$ cat src/rtl/im_loader.sv
// Boot-time instruction memory loader: turns a byte stream (16-bit word count
// followed by little-endian words) into consecutive word writes from address 0.
module im_loader #(
    parameter int unsigned ADDR_W    = 16,
    parameter int unsigned MAX_WORDS = 64
) (
    input  logic              clk,
    input  logic              rst,
    input  logic              start,
    input  logic [7:0]        in_data,
    input  logic              in_valid,
    output logic              in_ready,
    output logic              im_we,
    output logic [ADDR_W-1:0] im_addr,
    output logic [31:0]       im_wd,
    output logic              busy,
    output logic              done,
    output logic              err
);

    localparam int unsigned IDX_W = $clog2(MAX_WORDS + 1);

    typedef enum logic [2:0] {
        S_IDLE,
        S_HDR0,
        S_HDR1,
        S_DATA,
        S_WRITE,
        S_DONE,
        S_ERR
    } state_t;

    state_t           r_state;
    logic [15:0]      r_count;
    logic [IDX_W-1:0] r_idx;
    logic [1:0]       r_lane;
    logic [31:0]      r_buf;

    logic             w_xfer;
    logic [15:0]      w_n_full;
    logic [IDX_W-1:0] w_idx_next;

    assign w_xfer     = in_valid & in_ready;
    assign w_n_full   = {in_data, r_count[7:0]};
    assign w_idx_next = r_idx + IDX_W'(1);

    // Outputs are registered alongside the state they belong to, so every
    // transition sets them for the state being entered.
    always_ff @(posedge clk) begin
        if (rst) begin
            r_state  <= S_IDLE;
            r_count  <= '0;
            r_idx    <= '0;
            r_lane   <= '0;
            r_buf    <= '0;
            in_ready <= 1'b0;
            im_we    <= 1'b0;
            im_addr  <= '0;
            im_wd    <= '0;
            busy     <= 1'b0;
            done     <= 1'b0;
            err      <= 1'b0;
        end else begin
            im_we <= 1'b0;
            case (r_state)
                S_IDLE, S_DONE, S_ERR: begin
                    if (start) begin
                        r_state  <= S_HDR0;
                        in_ready <= 1'b1;
                        busy     <= 1'b1;
                        done     <= 1'b0;
                        err      <= 1'b0;
                    end
                end
                S_HDR0: begin
                    if (w_xfer) begin
                        r_count[7:0] <= in_data;
                        r_state      <= S_HDR1;
                    end
                end
                S_HDR1: begin
                    if (w_xfer) begin
                        r_count[15:8] <= in_data;
                        if (w_n_full > 16'(MAX_WORDS)) begin
                            r_state  <= S_ERR;
                            in_ready <= 1'b0;
                            busy     <= 1'b0;
                            err      <= 1'b1;
                        end else if (w_n_full == 16'd0) begin
                            r_state  <= S_DONE;
                            in_ready <= 1'b0;
                            busy     <= 1'b0;
                            done     <= 1'b1;
                        end else begin
                            r_state <= S_DATA;
                            r_idx   <= '0;
                            r_lane  <= '0;
                        end
                    end
                end
                S_DATA: begin
                    if (w_xfer) begin
                        r_buf[{r_lane, 3'b000} +: 8] <= in_data;
                        r_lane <= r_lane + 2'd1;
                        if (r_lane == 2'd3) begin
                            r_state  <= S_WRITE;
                            in_ready <= 1'b0;
                            im_we    <= 1'b1;
                            im_addr  <= ADDR_W'({r_idx, 2'b00});
                            im_wd    <= {in_data, r_buf[23:0]};
                        end
                    end
                end
                S_WRITE: begin
                    r_idx <= w_idx_next;
                    if (16'(w_idx_next) == r_count) begin
                        r_state <= S_DONE;
                        busy    <= 1'b0;
                        done    <= 1'b1;
                    end else begin
                        r_state  <= S_DATA;
                        in_ready <= 1'b1;
                    end
                end
                default: begin
                    r_state  <= S_IDLE;
                    in_ready <= 1'b0;
                    busy     <= 1'b0;
                end
            endcase
        end
    end

endmodule
$ cat config.mk
export PLATFORM = sky130hd
export DESIGN_NAME = im_loader
export DESIGN_NICKNAME = d
export VERILOG_FILES = /design/src/rtl/im_loader.sv
export SDC_FILE = /design/constraint.sdc
export NUM_CORES = 1
export LEC_CHECK = 0
export CAP_MARGIN = 10
export CORE_MARGIN = 2
export CORE_UTILIZATION = 45
export CTS_BUF_LIST = sky130_fd_sc_hd__clkbuf_8
export DETAILED_ROUTE_END_ITERATION = 7
export PLACE_DENSITY = 0.69
export SLEW_MARGIN = 20
export SYNTH_ARGS = -nofsm -noshare
export SYNTH_HDL_FRONTEND = slang
export SYNTH_SLANG_ARGS = --single-unit
$ cat constraint.sdc
create_clock -name clk -period 1.9 [get_ports clk]
set_input_delay 0.19 -clock clk [delete_from_list [all_inputs] [get_ports clk]]
set_output_delay 0.19 -clock clk [all_outputs]
set_load 0.01 [all_outputs]
==> summary.md, run 1 <==
| Metric | Value |
|---|---|
| Average routed wire per standard cell | `around 14 um` |
| Synth async-reset ratio | `0` |
| Unrepaired setup endpoints after global routing | `yes` |
| Final setup violation count | `16` |
| Ys Warns | `0` |
| Worst-Skew Late Latency | `between 0.3 and 0.4 ns` |
| Clock net sink count | `96` |
| Fraction of layout cells with a size suffix above 1 | `0.1759` |
| Die ar. | `approximately 0.01 sq mm` |
| #FFs+latches synth | `96` |
| Routed via count | `around 3,900` |
| Initial Utilization | `0.4559` |
| Flop pwr share | `0.479` |
| Mapped Cells | `around 520` |
| CTS tree | `done` |
| Number of global-route vias before repair | `roughly 3,600` |
| Pre-Repair DR Iteration Count | `4` |
| Worst setup margin | `-0.2586 ns` |
| Post-route insts no fill | `between 700 and 800` |
| Via/cell ratio | `roughly 5.3` |
| Ant diodes | `0` |
| Ys flop type | `dfxtp_1` |
| Int Pwr | `around 3.1 mW` |
| Top-area cell type share of the netlist area | `0.4628` |
| Maximum root-to-sink buffer count | `2` |
| CTS Root Cell | `clkbuf_8` |
| WP data arrival | `approximately 2.4 ns` |
| Routed Antenna Nets | `0` |
| Register-to-Register Path Depth | `7` |
| Nets@finish | `627` |
| Peak supply drop | `between 0.3 and 0.4 mV` |
| Psw | `1.441 mW` |
| Req. time, crit path | `2.13 ns` |
| Worst relative slew slack | `0.5713` |
| Clk slew on worst S/H paths | `0.10 ns` |
| Failing checks | `negative setup slack` |
| DRC viols | `0` |
| CP Class | `reg2reg` |
| Hold Path Depth | `2` |
| Initial antenna violation count | `0` |
| F_max | `~460 MHz` |
| P&R area growth vs syn | `32.24%` |
| Clock Skew | `about 0.010 ns` |
| Switch share | `0.3140` |
| Max cap viols | `0` |
| Worst R2R End | `r_state[1]` |
| Fin util | `0.6029` |
| Total GRT Usage | `0.2120` |
| Hold WC Path Type | `in2reg` |
| Clock power share | `0.286` |
| Status | `finished, violations left` |
| Mapped Avg Cell Area | `7.971 sq um` |
| Placed cells | `roughly 700` |
| Gp weighted congestion | `about 0.83` |
| Final min period | `approximately 2.2 ns` |
| Die X | `100.1 um` |
| Lkg Pwr | `1.976 nW` |
| Post-Syn Area | `~0.0042 sq mm` |
| Core ar. | `0.009109 sq mm` |
| Slew Limit Fails | `0` |
| Area leader, netlist | `dfxtp_1` |
| Worst Tran Pin Value | `between 0.6 and 0.7 ns` |
| Most frequent cells in the layout | `nand2_1 (120), dfxtp_1 (93), a21oi_1 (73)` |
| Critical path peak fanout | `3` |
| H-tree depth | `3` |
| Seq/Total Area, Yosys | `0.4628` |
| Synth area leaders | `dfxtp_1 (46%), nand2_1 (11%), a21oi_1 (9.2%)` |
| Crit. End Element | `flip-flop` |
| Final period utilization | `1.136` |
| Post-synth EDFFs | `0` |
| I/O pin count | `65` |
| Total congestion overflow | `0` |
| DP Wirelength | `7.241 mm` |
| Gate power share | `0.235` |
| Post-Route WL | `about 10 mm` |
| Worst r2r src | `r_idx[0]` |
| Startpoint types | `flip-flop` |
| R2R Setup Slk | `-0.26 ns` |
| TritonCTS Buffers | `9` |
| Fin. Hold Viols | `0` |
| Power Density | `~840 mW/mm^2` |
| Hold Startpoint | `rst` |
| Most common cell after layout, fill and taps aside | `nand2_1` |
| Largest net degree at the start of global routing | `31` |
| FP Rows | `35` |
| PortBufs | `55` |
| Drt initial violations | `roughly 210` |
| Die height | `approximately 100 um` |
| Min-Delay Endpoint | `r_state[1]` |
| Post-synth cell types | `48` |
| First-pass GRT wire length | `~17 mm` |
cell type report:
type	count	area [sq um]
Inverter	6	22.52
Tap cell	111	138.9
Timing Repair Buffer	113	1046
Multi-Input combinational cell	383	2163
Clock buffer	10	137.6
Fill cell	808	3617
Clock inverter	6	55.05
Sequential cell	96	1928
stage by stage:
stage / setup TNS [ns] / power, mW / worst slack [ns] / area [sq um] / hold WS [ns]
finish: -1.967 / 4.588 / -0.2586 / 5492 / 0.3372
global route: -3.329 / 4.832 / -0.3392 / 5492 / 0.3489
CTS: -1.909 / 4.598 / -0.2308 / 5440 / 0.3206
detailed placement: -6.856 / 3.194 / -0.4797 / 5122 / 0.4456
global placement: -5.477 / 3.172 / -0.4393 / 5122 / 0.4417
floorplan: -0.1030 / 2.851 / -0.07084 / 4220 / 0.3260
kinds of logic (layout without fill, tap and decap cells):
family          Yosys count  in the layout  synth area share
simple gates            233            233            0.2513
compound gates          111            111            0.1543
flops                    96             96            0.4628
buf+inv                  50            135           0.05724
mux                      16             16           0.03856
xor+xnor                  8              8           0.01687
fa+ha+maj                 6              6           0.01808
other cells               1              9         0.0009030
power by group through the flow:
stage / Sequential, mW / Combinational (mW) / Clock [mW]
2_1_floorplan: 2.22 / 0.635 / 0
3_3_place_gp: 2.24 / 0.936 / 0
3_5_place_dp: 2.24 / 0.957 / 0
4_1_cts: 2.19 / 1.05 / 1.35
5_1_grt: 2.21 / 1.19 / 1.44
6_report: 2.20 / 1.08 / 1.31
worst max path at each step:
stage	from	end	slack (ns)	cells after the start
after floorplan	r_idx[0]	r_state[1]	-0.07	7
after global placement	in_data[2]	busy	-0.44	7
after detailed placement	in_data[2]	busy	-0.48	7
after CTS	r_idx[0]	r_state[1]	-0.23	7
after global routing	r_idx[0]	r_state[1]	-0.34	7
final	r_idx[0]	r_state[1]	-0.26	7
flip-flops by register name (all words and copies together) (netlist names):
name and cells:
r_idx 7, r_state 3, err 1, im_addr 7, done 1, in_ready 1, busy 1, im_we 1
r_count 16, im_wd 32, r_buf 24, r_lane 2
synth_stat cells, types with 6 or more instances:
library cell,number
nand2_1,124
dfxtp_1,96
a21oi_1,76
nor2_1,43
nand3_1,29
clkbuf_1,27
mux2i_1,16
buf_4,9
o21ai_0,9
and3_1,8
buf_2,7
a31oi_1,6
ha_1,6
inv_1,6
layer usage:
metal | vias to the layer above | global-route usage | part of all wire
met5 | - | 0 | 0
met4 | 0 | 0.07587 | 0.024
met3 | 26 | 0.03273 | 0.057
met2 | 113 | 0.3607 | 0.48
met1 | 1800 | 0.2742 | 0.44
li1 | 1929 | - | -
worst max-delay path: stages (launching register included):
cell and delay [ns]:
dfxtp_4 0.36, ha_4 0.23, xor2_1 0.14, or4_4 0.43
nor4_4 0.32, a31oi_2 0.17, nor4_2 0.31, nor2_1 0.06
timing repair:
action / 4_1_cts / 5_1_grt
pin swaps: 14 / 7
hold buffers: 0 / 0
setup buffers: 7 / 0
gates resized for setup: 16 / 11
endpoints found under the setup margin: 15 / 71
Power figures use the tool's default switching activity.
==> run 2, diff against run 1 <==
- CORE_UTILIZATION: 45 -> 30
- PLACE_DENSITY: 0.69 -> 0.49
==> run 2 against run 1 <==
  * The flow still finishes with violations (negative setup slack)
  * Sequential power about the same
  * First-iteration DRC count down 3.8%
  * Worst setup slack better by 0.087 ns
  * Sequential cell count unchanged
  * Worst hold slack worse by 0.042 ns
  * Core utilization down 19 points
  * Via count down 3.1%
  * Final area up 1.5%
  * Critical path depth unchanged
  * Final cell count up 8.8%
  * Maximum frequency up 4.2%
  * Critical path type unchanged
  * Critical endpoint is now r_idx[3]
  * Largest cell class unchanged
  * Largest power group unchanged
  * Highest routed layer unchanged
==> summary.md, run 2 (synthesis results as in run 1) <==
| Metric | Value |
|---|---|
| Slew Limit Fails | `0 (unchanged)` |
| R2R Setup Slk | `-0.17 ns (+0.09 ns)` |
| I/O pin count | `65 (unchanged)` |
| Nets@finish | `626 (-0.16%)` |
| Initial Utilization | `0.3099 (-0.1460)` |
| Lkg Pwr | `1.973 nW (-0.18%)` |
| F_max | `482.6 MHz (+4.2%)` |
| WP data arrival | `2.36 ns (-0.03 ns)` |
| Fin. Hold Viols | `0 (unchanged)` |
| Worst-Skew Late Latency | `0.38 ns (+0.02 ns)` |
| Critical path peak fanout | `3 (unchanged)` |
| Top flop regs | `im_wd (32), r_buf (24), r_count (16)` |
| TritonCTS Buffers | `9 (unchanged)` |
| Worst hold margin | `0.2951 ns (-0.04214 ns)` |
| CP max stage cell | `or4_4` |
| Die height | `121.7 um (+22%)` |
| Hold Path Depth | `3 (+1)` |
| P&R area growth vs syn | `34.20%` |
| Register name with the most flops | `im_wd` |
| Post-Route WL | `11.07 mm (+6.6%)` |
| Gp weighted congestion | `0.8162 (-1.9%)` |
| Maximum root-to-sink buffer count | `2 (unchanged)` |
| PortBufs | `55 (unchanged)` |
| Total congestion overflow | `0 (unchanged)` |
| Routed via count | `3,749 (-3.1%)` |
| Clock Skew | `0.01020 ns (+0.00002060 ns)` |
| Peak supply drop | `0.2930 mV (-27%)` |
| CTS tree | `done` |
| Startpoint types | `flip-flop` |
| Status | `finished, violations left` |
| Largest net degree at the start of global routing | `98 (+220%)` |
| Sequential Area | `0.001929 sq mm (about the same)` |
| Unrepaired setup endpoints after global routing | `yes` |
| Max FFs per register | `32 (unchanged)` |
| Ant diodes | `0 (unchanged)` |
| CP Class | `reg2reg` |
| Crit. End Element | `flip-flop` |
| Final setup violation count | `13 (-3)` |
| Hold WC Path Type | `in2reg` |
| Worst setup margin | `-0.1721 ns (+0.08656 ns)` |
| Worst path bufs/invs | `1 (+1)` |
| DP Wirelength | `7.630 mm (+5.4%)` |
| Die ar. | `0.01480 sq mm (+48%)` |
| Fraction of layout cells with a size suffix above 1 | `0.1746 (-0.001344)` |
| Via/cell ratio | `4.752 (-11%)` |
| Clk slew on worst S/H paths | `0.09 ns (about the same)` |
| First-pass GRT wire length | `17.95 mm (+6.3%)` |
| Drt initial violations | `205 (-3.8%)` |
| Hold_buf cts | `0 (unchanged)` |
| Crit path cell chain | `or4_4 -> or4_4 -> and3_4 -> buf_6 -> nand2_4 -> nand2_4 -> a311oi_2` |
| Final period utilization | `1.091 (-0.04556)` |
| FP Rows | `42 (+20%)` |
| Worst r2r src | `r_count[0]` |
| Cell family with most CP delay | `simple AND/OR/NAND/NOR gates` |
| Area of the multi-input gates | `0.002170 sq mm (+0.29%)` |
| Initial antenna violation count | `0 (unchanged)` |
| Critical Path Max Stage Delay | `0.53 ns (+0.10 ns)` |
| Clock net sink count | `96 (unchanged)` |
| Routed Antenna Nets | `0 (unchanged)` |
| Number of global-route vias before repair | `3,494 (-1.7%)` |
| DRC viols | `0 (unchanged)` |
| Req. time, crit path | `2.19 ns (+0.06 ns)` |
| Worst R2R End | `r_idx[3]` |
| DP Worst Slack | `-0.4203 ns (+0.05937 ns)` |
| Hold Startpoint | `rst` |
| Final min period | `2.072 ns (-0.08656 ns)` |
| Die X | `121.7 um (+22%)` |
| Average routed wire per standard cell | `14.02 um (-2.0%)` |
| Fin util | `0.4159 (-0.1870)` |
| Failing checks | `negative setup slack` |
| Most frequent cells in the layout | `nand2_1 (122), dfxtp_1 (92), a21oi_1 (74)` |
| CTS Root Cell | `clkbuf_8` |
| Core ar. | `0.01340 sq mm (+47%)` |
| Filler cells | `1,389 (+72%)` |
| Max cap viols | `0 (unchanged)` |
| Total GRT Usage | `0.1563 (-0.05573)` |
| Register-to-Register Path Depth | `7 (unchanged)` |
| Most common cell after layout, fill and taps aside | `nand2_1` |
| H-tree depth | `3 (unchanged)` |
| Power Density | `821.6 mW/mm^2 (-1.7%)` |
| Pre-Repair DR Iteration Count | `4 (unchanged)` |
| Min-Delay Endpoint | `err` |
==> run 2: cell types whose count changed in the layout (fill, tap and decap cells not counted), moves of 2 or more <==
cell	change
a311oi_1	-2
a311oi_2	+2
buf_6	-2
inv_6	-2
nand2_1	+2
nand2_2	-2
==> run 2: metal layers <==
layer  up-vias  GRT usage  routed length, um
met5         -          0                  0
met1      1747     0.2172               5348
met4         0    0.05819                176
met2        67     0.2395               5063
met3        12    0.03184                476
li1       1923          -                  -
==> run 2: what timing repair did <==
action                     CTS  global route
resized for setup           12            13
setup buffers                1             1
cloned                       0             0
pin swaps                   10             9
setup endpoints to repair   15            70
==> run 2: how the worst max path moves through the flow <==
stage / startpoint / end / cells past startpoint
2_1_floorplan: r_idx[0] / r_state[1] / 7
3_3_place_gp: in_data[2] / busy / 7
3_5_place_dp: in_data[2] / busy / 7
4_1_cts: r_count[0] / r_idx[3] / 7
5_1_grt: r_count[0] / r_idx[3] / 7
6_report: r_count[0] / r_idx[3] / 7
==> run 2: area by class of cell <==
class,instances,share of cell area
multi-input combinational,383,0.3893
sequential,96,0.3462
tap,176,0.03952
timing repair buffer,112,0.1872
clock inverter,5,0.006511
inverter,6,0.004041
clock buffer,11,0.02717
==> run 2: worst min-delay path, stage by stage <==
cell and delay (ns):
buf_2 0.12, buf_12 0.18, a21oi_1 0.14
==> run 2: per-stage QoR <==
step                      setup TNS [ns]  power, mW  instances  instance area (sq um)
after floorplan                  -0.1030      2.851        529                   4220
after global placement            -8.151      3.241        771                   5246
after detailed placement          -10.02      3.247        771                   5246
after CTS                         -1.765      4.627        788                   5504
after global routing              -2.488      4.843        789                   5573
final                             -1.341      4.579        789                   5573
==> run 2: power by group <==
part           internal (mW)  leakage, nW  total [mW]  switching, mW
logic                  0.518         1.10        1.10          0.579
clock network          0.556       0.0967        1.30          0.743
registers               2.10        0.777        2.18         0.0860
total                   3.17         1.97        4.58           1.41
